===== config.mk =====
export PLATFORM = sky130hd
export DESIGN_NAME = unified_mem_arbiter
export DESIGN_NICKNAME = d
export VERILOG_FILES = /design/src/rtl/unified_mem_arbiter.sv
export SDC_FILE = /design/constraint.sdc
export NUM_CORES = 1
export LEC_CHECK = 0
export CORE_AREA = 2 2 106 108
export CTS_CLUSTER_SIZE = 28
export DETAILED_ROUTE_END_ITERATION = 10
export DIE_AREA = 0 0 108 110
export DONT_BUFFER_PORTS = 1
export GPL_TIMING_DRIVEN = 0
export HOLD_SLACK_MARGIN = 0.08
export SETUP_SLACK_MARGIN = 0.2
export SLEW_MARGIN = 10
export SYNTH_ARGS = -nofsm -noshare
export SYNTH_HDL_FRONTEND = slang
export SYNTH_SLANG_ARGS = --single-unit

===== constraint.sdc =====
create_clock -name clk -period 2 [get_ports clk]
set_input_delay 0 -clock clk [delete_from_list [all_inputs] [get_ports clk]]
set_output_delay 0 -clock clk [all_outputs]
set_load 0.1 [all_outputs]

===== src/rtl/unified_mem_arbiter.sv =====
// Arbiter sharing one single-port fixed-latency memory between the IF and MEM
// pipeline stages, with per-stage stall generation.
module unified_mem_arbiter #(
  parameter int ADDR_W  = 32,
  parameter int DATA_W  = 32,
  parameter int MEM_LAT = 2
) (
  input  logic                clk,
  input  logic                rst,
  input  logic                if_req,
  input  logic [ADDR_W-1:0]   if_addr,
  output logic [DATA_W-1:0]   if_rdata,
  output logic                if_valid,
  output logic                if_stall,
  input  logic                mem_req,
  input  logic                mem_we,
  input  logic [DATA_W/8-1:0] mem_be,
  input  logic [ADDR_W-1:0]   mem_addr,
  input  logic [DATA_W-1:0]   mem_wdata,
  output logic [DATA_W-1:0]   mem_rdata,
  output logic                mem_valid,
  output logic                mem_stall,
  output logic                m_en,
  output logic                m_we,
  output logic [DATA_W/8-1:0] m_be,
  output logic [ADDR_W-1:0]   m_addr,
  output logic [DATA_W-1:0]   m_wdata,
  input  logic [DATA_W-1:0]   m_rdata,
  output logic [1:0]          gnt
);

  localparam logic [3:0] LAST_CNT = 4'(MEM_LAT - 1);

  typedef enum logic [1:0] {IDLE, ISSUE, WAIT} state_t;

  state_t              state, state_nxt;
  logic [3:0]          cnt, cnt_nxt;
  logic                last_mem;
  logic [1:0]          gnt_q;
  logic                take_if, take_mem, done;
  logic                cmd_we;
  logic [DATA_W/8-1:0] cmd_be;
  logic [ADDR_W-1:0]   cmd_addr;
  logic [DATA_W-1:0]   cmd_wdata;

  assign done = (state == WAIT) && (cnt == LAST_CNT);

  // NOTE: every output of this block gets a default first so no path leaves a
  // value unassigned and infers a latch.
  always_comb begin
    state_nxt = state;
    cnt_nxt   = cnt;
    take_if   = 1'b0;
    take_mem  = 1'b0;
    unique case (state)
      IDLE: begin
        // MEM has priority, but yields to IF when it also won the last grant.
        if (mem_req && (!if_req || !last_mem)) take_mem = 1'b1;
        else if (if_req)                       take_if  = 1'b1;
        if (take_mem || take_if) state_nxt = ISSUE;
      end
      ISSUE: begin
        state_nxt = WAIT;
        cnt_nxt   = '0;
      end
      WAIT: begin
        if (cnt == LAST_CNT) state_nxt = IDLE;
        else                 cnt_nxt   = cnt + 4'd1;
      end
      default: state_nxt = IDLE;
    endcase
  end

  // NOTE: state registers use non-blocking assignments so every flop samples
  // the pre-edge values regardless of statement order.
  always_ff @(posedge clk) begin
    if (rst) begin
      state     <= IDLE;
      cnt       <= '0;
      last_mem  <= 1'b0;
      gnt_q     <= 2'b00;
      cmd_we    <= 1'b0;
      cmd_be    <= '0;
      cmd_addr  <= '0;
      cmd_wdata <= '0;
    end else begin
      state <= state_nxt;
      cnt   <= cnt_nxt;
      if (take_mem) begin
        last_mem  <= 1'b1;
        gnt_q     <= 2'b10;
        cmd_we    <= mem_we;
        cmd_be    <= mem_be;
        cmd_addr  <= mem_addr;
        cmd_wdata <= mem_wdata;
      end else if (take_if) begin
        last_mem  <= 1'b0;
        gnt_q     <= 2'b01;
        cmd_we    <= 1'b0;
        cmd_be    <= '1;
        cmd_addr  <= if_addr;
        cmd_wdata <= '0;
      end else if (done) begin
        gnt_q <= 2'b00;
      end
    end
  end

  assign m_en    = (state == ISSUE);
  assign m_we    = m_en & cmd_we;
  assign m_be    = cmd_be;
  assign m_addr  = cmd_addr;
  assign m_wdata = cmd_wdata;
  assign gnt     = gnt_q;

  assign if_valid  = done & gnt_q[0];
  assign mem_valid = done & gnt_q[1];
  assign if_rdata  = if_valid ? m_rdata : '0;
  // A write completion returns no data even though the memory drives the bus.
  assign mem_rdata = (mem_valid && !cmd_we) ? m_rdata : '0;
  assign if_stall  = if_req & ~if_valid;
  assign mem_stall = mem_req & ~mem_valid;

endmodule


==> results of run 1 <==
-- power by group --
part           internal, mW  total (mW)  switching (mW)  leakage, nW
Clock                 0.587        1.21           0.620       0.0973
Combinational         0.488        1.14           0.648         1.42
Sequential             1.71        2.93            1.22        0.646
Total                  2.79        5.28            2.49         2.17
-- layout by cell type, fill, tap and decap left out, types with 3 or more instances in the layout --
master         count
nor2_1             3
o21ai_1            8
and2_4            66
buf_8              5
buf_6             10
clkbuf_8          10
nand3_1           35
o21ai_0           26
buf_2              8
nor3_1            63
a2111oi_2         18
clkbuf_2           6
clkbuf_1          26
a2111oi_0          5
dlygate4sd3_1    103
dfxtp_4            4
clkbuf_4           4
buf_4             16
a2111oi_1          9
o221a_2            4
dfxtp_1           72
a21oi_1           67
-- registers in the layout (all words and copies together), names as in the netlist --
name / cells
m_addr: 32
m_wdata: 32
cnt: 4
m_be: 4
gnt: 2
state: 2
cmd_we: 1
last_mem: 1
-- cells in the mapped netlist, types with 4 or more instances --
cell type	instances
a2111oi_0	14
a2111oi_1	4
a2111oi_2	14
a21oi_1	69
and2_1	66
buf_2	15
clkbuf_1	36
dfxtp_1	78
inv_1	4
nand3_1	35
nor2_1	5
nor3_1	65
o21ai_0	36
o221a_2	4
-- kinds of logic after synthesis --
| logic type | after synthesis | share of synthesized area (%) |
|---|---|---|
| AOI/OAI and AO/OA | 151 | 26.22 |
| adders and majority gates | 2 | 0.6340 |
| buffers and inverters | 60 | 6.563 |
| DFF | 78 | 39.57 |
| and+or+nand+nor | 186 | 27.01 |
-- worst register-to-register path: stages (launching register included) --
cell and delay (ps):
dfxtp_2 330, buf_6 130, buf_4 140, a211oi_4 190, nand2_1 90, clkbuf_1 300, a2111oi_1 460
-- cell type report --
class / count / area share (%)
Buffer: 55 / 5.770
Multi-Input combinational cell: 339 / 40.16
Sequential cell: 78 / 26.29
Inverter: 5 / 0.3749
Tap cell: 140 / 2.916
Timing Repair Buffer: 127 / 21.22
Clock buffer: 10 / 2.125
Clock inverter: 6 / 1.146
-- path summary, 6_finish.rpt --
check	slack, ps	end	depth (start not counted)	start
min	140	m_wdata[23]	5	if_req
min reg2reg	560	cmd_we	2	cmd_we
max reg2reg	240	m_addr[17]	6	state[1]
max	-130	mem_rdata[15]	9	cnt[1]
-- routing by layer --
metal	share of wire [%]	routed length [µm]
met1	40	6494
met2	50	8088
met3	6.9	1116
met4	2.5	406
met5	0	0
-- through the flow --
step | setup WS, ps | power [mW] | setup TNS (ps)
floorplan | 95.67 | 3.556 | 0
global placement | -108.9 | 3.751 | -1070
detailed placement | -180.6 | 3.783 | -6187
CTS | -160.7 | 5.192 | -6311
global route | -207.7 | 5.483 | -8343
finish | -129.8 | 5.276 | -3541
-- repair_timing --
item                                    4_1_cts  5_1_grt
resized for setup                            93       68
hold buffers                                105        0
setup buffers                                11        8
hold endpoints to repair                     70        0
pin swaps                                    68       15
endpoints found under the setup margin       83       92
cloned                                        2        1
==> summary.txt, run 1 <==
Bufs and invs on worst path -> 5
Minimum clock period -> 2130 ps
Highest Clock Rate -> 469.5 MHz
Sequential element share of the synthesized area -> 39.57%
Worst Setup End Kind -> output port
EDFF count, synth -> 0
Wirelength, routed -> 16110 µm
GRT met2 Usage -> 42.36%
Critical path's top delay family -> simple AND/OR/NAND/NOR gates
NumNets Final -> 754
Synthesis-to-layout area growth -> 52.22%
Slew Limit Fails -> 0
FILL cells -> 969
Vias -> 4429
RSZ-0062 raised after global routing -> true
Worst slew margin -> 31.04%
Required @ worst endpoint -> 2000 ps
Largest net degree at the start of global routing -> 15
Ports -> 277
Met3 Use GR -> 6.643%
GPL Wtd Cong -> 0.8008
CORE AREA -> 0.01070 mm²
Max Buffers Root-to-Sink -> 2
Crit path DAT -> 2130 ps
Max IR drop VDD -> 0.5001 mV
Final Core Density -> 56.15%
Synth area leader -> dfxtp_1
Detailed Routing Iterations Pass 1 -> 5
Ys Warns -> 0
TritonCTS Sinks -> 78
Grt ovf -> 0
WS Path Type -> register to output port
Vias in the first global route -> 4498
Status -> finished with violations
CP peak stage delay -> 340 ps
Area contributors post-synth -> dfxtp_1 40%, and2_1 10%, a21oi_1 8.8%
Post-route cell area -> 0.006007 mm²
Post-synth top area share -> 39.57%
Busiest layer in global routing -> met2
Post-synth design cell area -> 0.003946 mm²
Row count -> 38
Worst Hold Slack -> 138.9 ps
Maxcap violations -> 0
Top_reg_cell synth -> dfxtp_1
Die Y -> 110 µm
DRT iter0 DRCs -> 249
Clock Root Buffer -> clkbuf_8
Synth async-reset ratio -> 0%
Final setup vio count -> 61
Clk_lat worst skew -> 350 ps
Die width -> 108 µm
Worst Max-Slew Pin Slew -> 1033 ps
GR Util met1 -> 29.08%
Post-Place Cell Area -> 0.004238 mm²
Non-Filler Instances -> 760
Final worst slack -> -129.8 ps
Failing checks -> negative setup slack
HP Class -> input port to register
Starting Density -> 36.89%
Top cell by count, worst path -> buf_6
Crit share post-route -> 106.5%
Final setup skew -> 13.66 ps
# diodes -> 0
Synth Register Bits -> 78
Cts bufs inserted -> 9
CP startpoint kind -> register
Port Buf Inserts -> 0
Register Area -> 0.001579 mm²
Netlist cell types -> 40
CTS tree -> yes
Clock Pin Slew Worst Setup and Hold Paths -> 90 ps
Worst path slowest cell -> dfxtp_2
Initial antenna violation count -> 0
Syn_area_per_cell -> 8.273 µm²
Power Density -> 878.3 mW/mm²
# placed instances -> 617
Post-synthesis net count -> 616
P_leak -> 2.166 nW
Detail Placement HPWL -> 10190 µm
Average routed wire per standard cell -> 21.19 µm
Area of the multi-input gates -> 0.002412 mm²
H-tree Lvls -> 3
Share of cells above drive strength 1 -> 29.03%
Routed vias/inst -> 5.828
DRC viols -> 0
Final hold viol count -> 0
Die area -> 0.01188 mm²
CP Max Fanout -> 7
First-pass GRT wire length -> 22870 µm
Remaining antenna violation count -> 0
Crit-path cells -> inv_2, ha_4, nand4bb_4, buf_6, nor4b_4, buf_6, buf_6, buf_8, and2_4
Cell count after synthesis -> 477
GRT Util Overall -> 24.55%
Power figures use the tool's default switching activity.
==> run 2, diff against run 1 <==
--- a/config.mk
+++ b/config.mk
@@ -5,10 +5,10 @@
 export SDC_FILE = /design/constraint.sdc
 export NUM_CORES = 1
 export LEC_CHECK = 0
-export CORE_AREA = 2 2 106 108
+export CORE_AREA = 2 2 109 111
 export CTS_CLUSTER_SIZE = 28
 export DETAILED_ROUTE_END_ITERATION = 10
-export DIE_AREA = 0 0 108 110
+export DIE_AREA = 0 0 111 113
 export DONT_BUFFER_PORTS = 1
 export GPL_TIMING_DRIVEN = 0
 export HOLD_SLACK_MARGIN = 0.08
==> constraint.sdc (replaced) <==
create_clock -name clk -period 1.9 [get_ports clk]
set_input_delay 0 -clock clk [delete_from_list [all_inputs] [get_ports clk]]
set_output_delay 0 -clock clk [all_outputs]
set_load 0.1 [all_outputs]
==> summary.txt, run 2 (same netlist as run 1, synthesis figures left out) <==
WS Path Type -> register to output port
Failing checks -> negative setup slack
Grt ovf -> 0
Cts bufs inserted -> 9
Final setup skew -> 4.989 ps
Detail Placement HPWL -> 10550 µm
Pint -> 3.445 mW
Logic pwr share -> 21.2%
Busiest layer in global routing -> met2
Sequential share of power -> 49.8%
CP Max Fanout -> 8
Hold Crit Start -> mem_req
Port Buf Inserts -> 0
Crit Reg-Reg Endpoint -> m_addr[24]
GRT Util Overall -> 24.16%
DRT iter0 DRCs -> 332
Row count -> 39
Minimum clock period -> 1989 ps
Worst Max-Slew Pin Slew -> 1049 ps
RSZ-0062 raised after global routing -> true
Ports -> 277
Cells on worst reg2reg path -> 6
Synthesis-to-layout area growth -> 60.27%
Slew Limit Fails -> 0
Post-route cell area -> 0.006325 mm²
Power Density -> 982.3 mW/mm²
TritonCTS Sinks -> 78
DRC viols -> 0
HP Class -> input port to register
GPL Wtd Cong -> 0.9572
Pre-CTS setup slack -> -187.6 ps
Die width -> 111 µm
CTS tree -> yes
Post-Place Cell Area -> 0.004329 mm²
Clock Root Buffer -> clkbuf_16
First-pass GRT wire length -> 24260 µm
Max Buffers Root-to-Sink -> 2
GRT met2 Usage -> 41.19%
NumNets Final -> 747
Clk_lat worst skew -> 340 ps
Die Y -> 113 µm
Crit path DAT -> 1990 ps
Max IR drop VDD -> 0.8310 mV
Clock Power Share -> 29.0%
Status -> finished with violations
GR Util met1 -> 28.22%
CP startpoint kind -> register
# diodes -> 0
Routed vias/inst -> 5.799
Largest net degree at the start of global routing -> 15
P_leak -> 2.236 nW
Detailed Routing Iterations Pass 1 -> 5
CORE AREA -> 0.01127 mm²
Share of cells above drive strength 1 -> 33.28%
Final setup vio count -> 61
Worst slew margin -> 29.96%
Final worst slack -> -88.72 ps
Switch Pwr -> 2.768 mW
Vias in the first global route -> 4456
Clock Pin Slew Worst Setup and Hold Paths -> 60 ps
Starting Density -> 35.01%
Met3 Use GR -> 8.891%
Vias -> 4384
Final Power -> 6.213 mW
Crit share post-route -> 104.7%
Maxcap violations -> 0
R2R setup slack -> 190 ps
Average routed wire per standard cell -> 21.23 µm
Setup TNS -> -2858 ps
Worst flop-to-flop path startpoint -> state[1]
Worst Setup End Kind -> output port
H-tree Lvls -> 3
Hold Path Sink -> m_addr[0]
Initial antenna violation count -> 0
Most frequent cells in the layout -> 104 x dlygate4sd3_1, 71 x dfxtp_1, 67 x a21oi_1
Highest Clock Rate -> 502.8 MHz
Remaining antenna violation count -> 0
Final hold viol count -> 0
Switching part of the total -> 44.55%
Required @ worst endpoint -> 1900 ps
Die area -> 0.01254 mm²
Wirelength, routed -> 16050 µm
Most common cell after layout, fill and taps aside -> dlygate4sd3_1
Cells on Worst Hold Path -> 4
==> run 2: cell types whose count changed in the layout (fill, tap and decap cells not counted), sizes merged <==
| cell | previous run | this run |
|---|---|---|
| dlymetal6s4s | 2 | 0 |
| buf | 39 | 40 |
| clkbuf | 48 | 41 |
| dlygate4sd3 | 103 | 104 |
==> run 2: through the flow <==
step	hold WS, ps	std cells	util, %
after global placement	150.7	620	38.41
final	205.2	756	56.11
after CTS	86.33	753	53.01
after global routing	217.0	756	56.11
after detailed placement	154.8	620	38.41
after floorplan	147.7	477	-
==> run 2: area by class of cell <==
| cell class | count | area (µm²) |
|---|---|---|
| Multi-Input combinational cell | 339 | 2644 |
| Tap cell | 143 | 178.9 |
| Timing Repair Buffer | 120 | 1217 |
| Buffer | 55 | 374.1 |
| Clock inverter | 6 | 68.82 |
| Fill cell | 957 | 4947 |
| Clock buffer | 10 | 239.0 |
| Sequential cell | 78 | 1580 |
| Inverter | 5 | 22.52 |
==> run 2: per-layer routing <==
layer	part of all wire, %	wire length, µm
met5	0	0
met4	2.3	375
met3	9.1	1454
met2	50	7948
met1	39	6270
==> run 2: worst max path at each step <==
| stage | start | to | slack, ps | depth (start not counted) |
|---|---|---|---|---|
| floorplan | cnt[0] | if_rdata[22] | 80 | 5 |
| global placement | cnt[0] | if_rdata[22] | -170 | 5 |
| detailed placement | cnt[0] | if_rdata[22] | -190 | 5 |
| CTS | cnt[1] | if_rdata[25] | -100 | 7 |
| global route | cnt[1] | if_rdata[25] | -150 | 7 |
| finish | cnt[1] | if_rdata[25] | -90 | 7 |
==> run 2: critical path, cell delays in order (launching register included) <==
cell	delay, ps
dfxtp_2	330
inv_2	60
ha_4	130
nand4bb_4	150
nor3b_4	250
buf_12	150
clkbuf_16	210
and2_4	350
==> run 2: timing repair <==
item / 4_1_cts / 5_1_grt
gates cloned: 3 / 1
pin swaps: 59 / 23
resized for setup: 54 / 99
hold buffers: 103 / 1
hold endpoints to repair: 70 / 1
setup endpoints to repair: 116 / 131
buffers inserted: 11 / 1
==> run 2: power groups by stage <==
stage                     Clock (mW)  Combinational [mW]  Sequential (mW)
after floorplan                    0               0.684             3.06
after global placement             0               0.845             3.11
after detailed placement           0               0.872             3.11
after CTS                       1.83                1.13             3.09
after global routing            1.89                1.42             3.11
final                           1.80                1.31             3.09
==> run 3, diff against run 2 <==
--- a/config.mk
+++ b/config.mk
@@ -5,10 +5,10 @@
 export SDC_FILE = /design/constraint.sdc
 export NUM_CORES = 1
 export LEC_CHECK = 0
-export CORE_AREA = 2 2 109 111
+export CORE_AREA = 2 2 106 108
 export CTS_CLUSTER_SIZE = 28
 export DETAILED_ROUTE_END_ITERATION = 10
-export DIE_AREA = 0 0 111 113
+export DIE_AREA = 0 0 108 110
 export DONT_BUFFER_PORTS = 1
 export GPL_TIMING_DRIVEN = 0
 export HOLD_SLACK_MARGIN = 0.08
==> constraint.sdc (replaced) <==
create_clock -name clk -period 2.48 [get_ports clk]
set_input_delay 0 -clock clk [delete_from_list [all_inputs] [get_ports clk]]
set_output_delay 0 -clock clk [all_outputs]
set_load 0.1 [all_outputs]
==> summary.txt, run 3 (same netlist as run 1, synthesis figures left out) <==
HP Class -> input port to register
Row count -> 38
R2R setup slack -> 370 ps
Cts bufs inserted -> 9
Most frequent cells in the layout -> 106 x dlygate4sd3_1, 73 x dfxtp_1, 68 x a21oi_1
H-tree Lvls -> 3
# diodes -> 0
Crit Reg-Reg Endpoint -> m_addr[2]
Cells on worst reg2reg path -> 7
Detailed Routing Iterations Pass 1 -> 4
Die area -> 0.01188 mm²
Worst slew margin -> 16.32%
Largest net degree at the start of global routing -> 15
NumNets Final -> 738
Clk_lat worst skew -> 340 ps
Max Buffers Root-to-Sink -> 2
Initial antenna violation count -> 0
Crit share post-route -> 88.36%
CORE AREA -> 0.01070 mm²
Final hold viol count -> 0
GRT Util Overall -> 23.70%
Synthesis-to-layout area growth -> 44.10%
Crit path to -> if_rdata[29]
Max IR drop VDD -> 0.3802 mV
RSZ-0062 raised after global routing -> false
Routed vias/inst -> 5.794
Vias in the first global route -> 4279
Most common cell after layout, fill and taps aside -> dlygate4sd3_1
First-pass GRT wire length -> 22150 µm
Die width -> 108 µm
Power Density -> 740.2 mW/mm²
Wirelength, routed -> 15040 µm
Starting Density -> 36.89%
Worst flop-to-flop path startpoint -> state[1]
Share of cells above drive strength 1 -> 23.84%
DRC viols -> 0
Post-Place Cell Area -> 0.004179 mm²
Clock Root Buffer -> clkbuf_8
Port Buf Inserts -> 0
DRT iter0 DRCs -> 296
Vias -> 4311
Clock Pin Slew Worst Setup and Hold Paths -> 80 ps
Final setup skew -> 12.62 ps
Average routed wire per standard cell -> 20.22 µm
CP startpoint kind -> register
Minimum clock period -> 2191 ps
Remaining antenna violation count -> 0
Post-route cell area -> 0.005687 mm²
CP Max Fanout -> 8
Grt ovf -> 0
Final Core Density -> 53.16%
CTS tree -> yes
Final setup vio count -> 0
Crit path DAT -> 2190 ps
Required @ worst endpoint -> 2480 ps
Slew Limit Fails -> 0
TritonCTS Sinks -> 78
Worst Setup End Kind -> output port
Highest Clock Rate -> 456.4 MHz
WS Path Type -> register to output port
Die Y -> 110 µm
Maxcap violations -> 0
Worst Setup SP -> gnt[0]
Worst Max-Slew Pin Slew -> 1256 ps
Ports -> 277
Status -> complete, no violations
P_leak -> 2.016 nW
GPL Wtd Cong -> 0.8139
Detail Placement HPWL -> 10010 µm
[run 3: changes by cell type in the layout (fill, tap and decap cells not counted), sizes merged]
cell,delta
buf,-16
clkbuf,+5
clkinv,-2
clkinvlp,+3
dlygate4sd3,+2
inv,-1
[run 3: how the worst min path moves through the flow]
stage	start	to	slack [ps]	cells after the start
after CTS	if_addr[25]	m_addr[25]	110	2
after detailed placement	mem_wdata[30]	m_wdata[30]	160	2
after floorplan	mem_wdata[0]	m_wdata[0]	150	2
after global routing	if_addr[25]	m_addr[25]	130	2
final	if_addr[25]	m_addr[25]	140	2
after global placement	mem_wdata[16]	m_wdata[16]	150	2
[run 3: worst max-delay path, cell delays in order (launching register included)]
cell	delay, ps
dfxtp_2	710
nor3b_4	480
clkbuf_16	300
and2_4	350
[run 3: cell type report]
cell class                      count  area [µm²]
Inverter                            5       22.52
Clock inverter                      6       68.82
Multi-Input combinational cell    339        2331
Clock buffer                       10       137.6
Tap cell                          140       175.2
Fill cell                         989        5011
Timing Repair Buffer              111        1102
Sequential cell                    78        1570
Buffer                             55       279.0
[run 3: metrics by stage]
step	total power, mW	worst slack [ps]	instances	setup TNS (ps)	hold WS, ps
finish	4.209	288.8	744	0	141.5
global route	4.384	192.0	744	0	128.9
CTS	4.201	84.67	740	0	107.2
detailed placement	3.045	-48.53	617	-424.5	155.1
global placement	3.020	20.58	617	0	150.8
floorplan	2.864	206.9	477	0	147.7
[run 3: timing repair]
action | 4_1_cts | 5_1_grt
hold buffers | 106 | 0
pin swaps | 1 | 13
endpoints found under the hold margin | 70 | 0
buffers inserted | 1 | 3
endpoints found under the setup margin | 67 | 70
gates resized for setup | 85 | 36
gates cloned | 0 | 1
[run 3: routing by layer]
metal / part of all wire [%] / global-route usage (%) / wire, µm / vias up
met5: 0 / 0 / 0 / -
met4: 1.9 / 8.333 / 284 / 0
met3: 7.0 / 5.703 / 1050 / 30
met2: 49 / 39.85 / 7408 / 213
met1: 42 / 29.79 / 6298 / 2082
li1: - / - / - / 1986
[run 3: power by group]
part           switching, mW  total, mW  internal, mW
registers              0.979       2.36          1.38
logic                  0.494      0.852         0.358
clock network          0.501      0.997         0.496
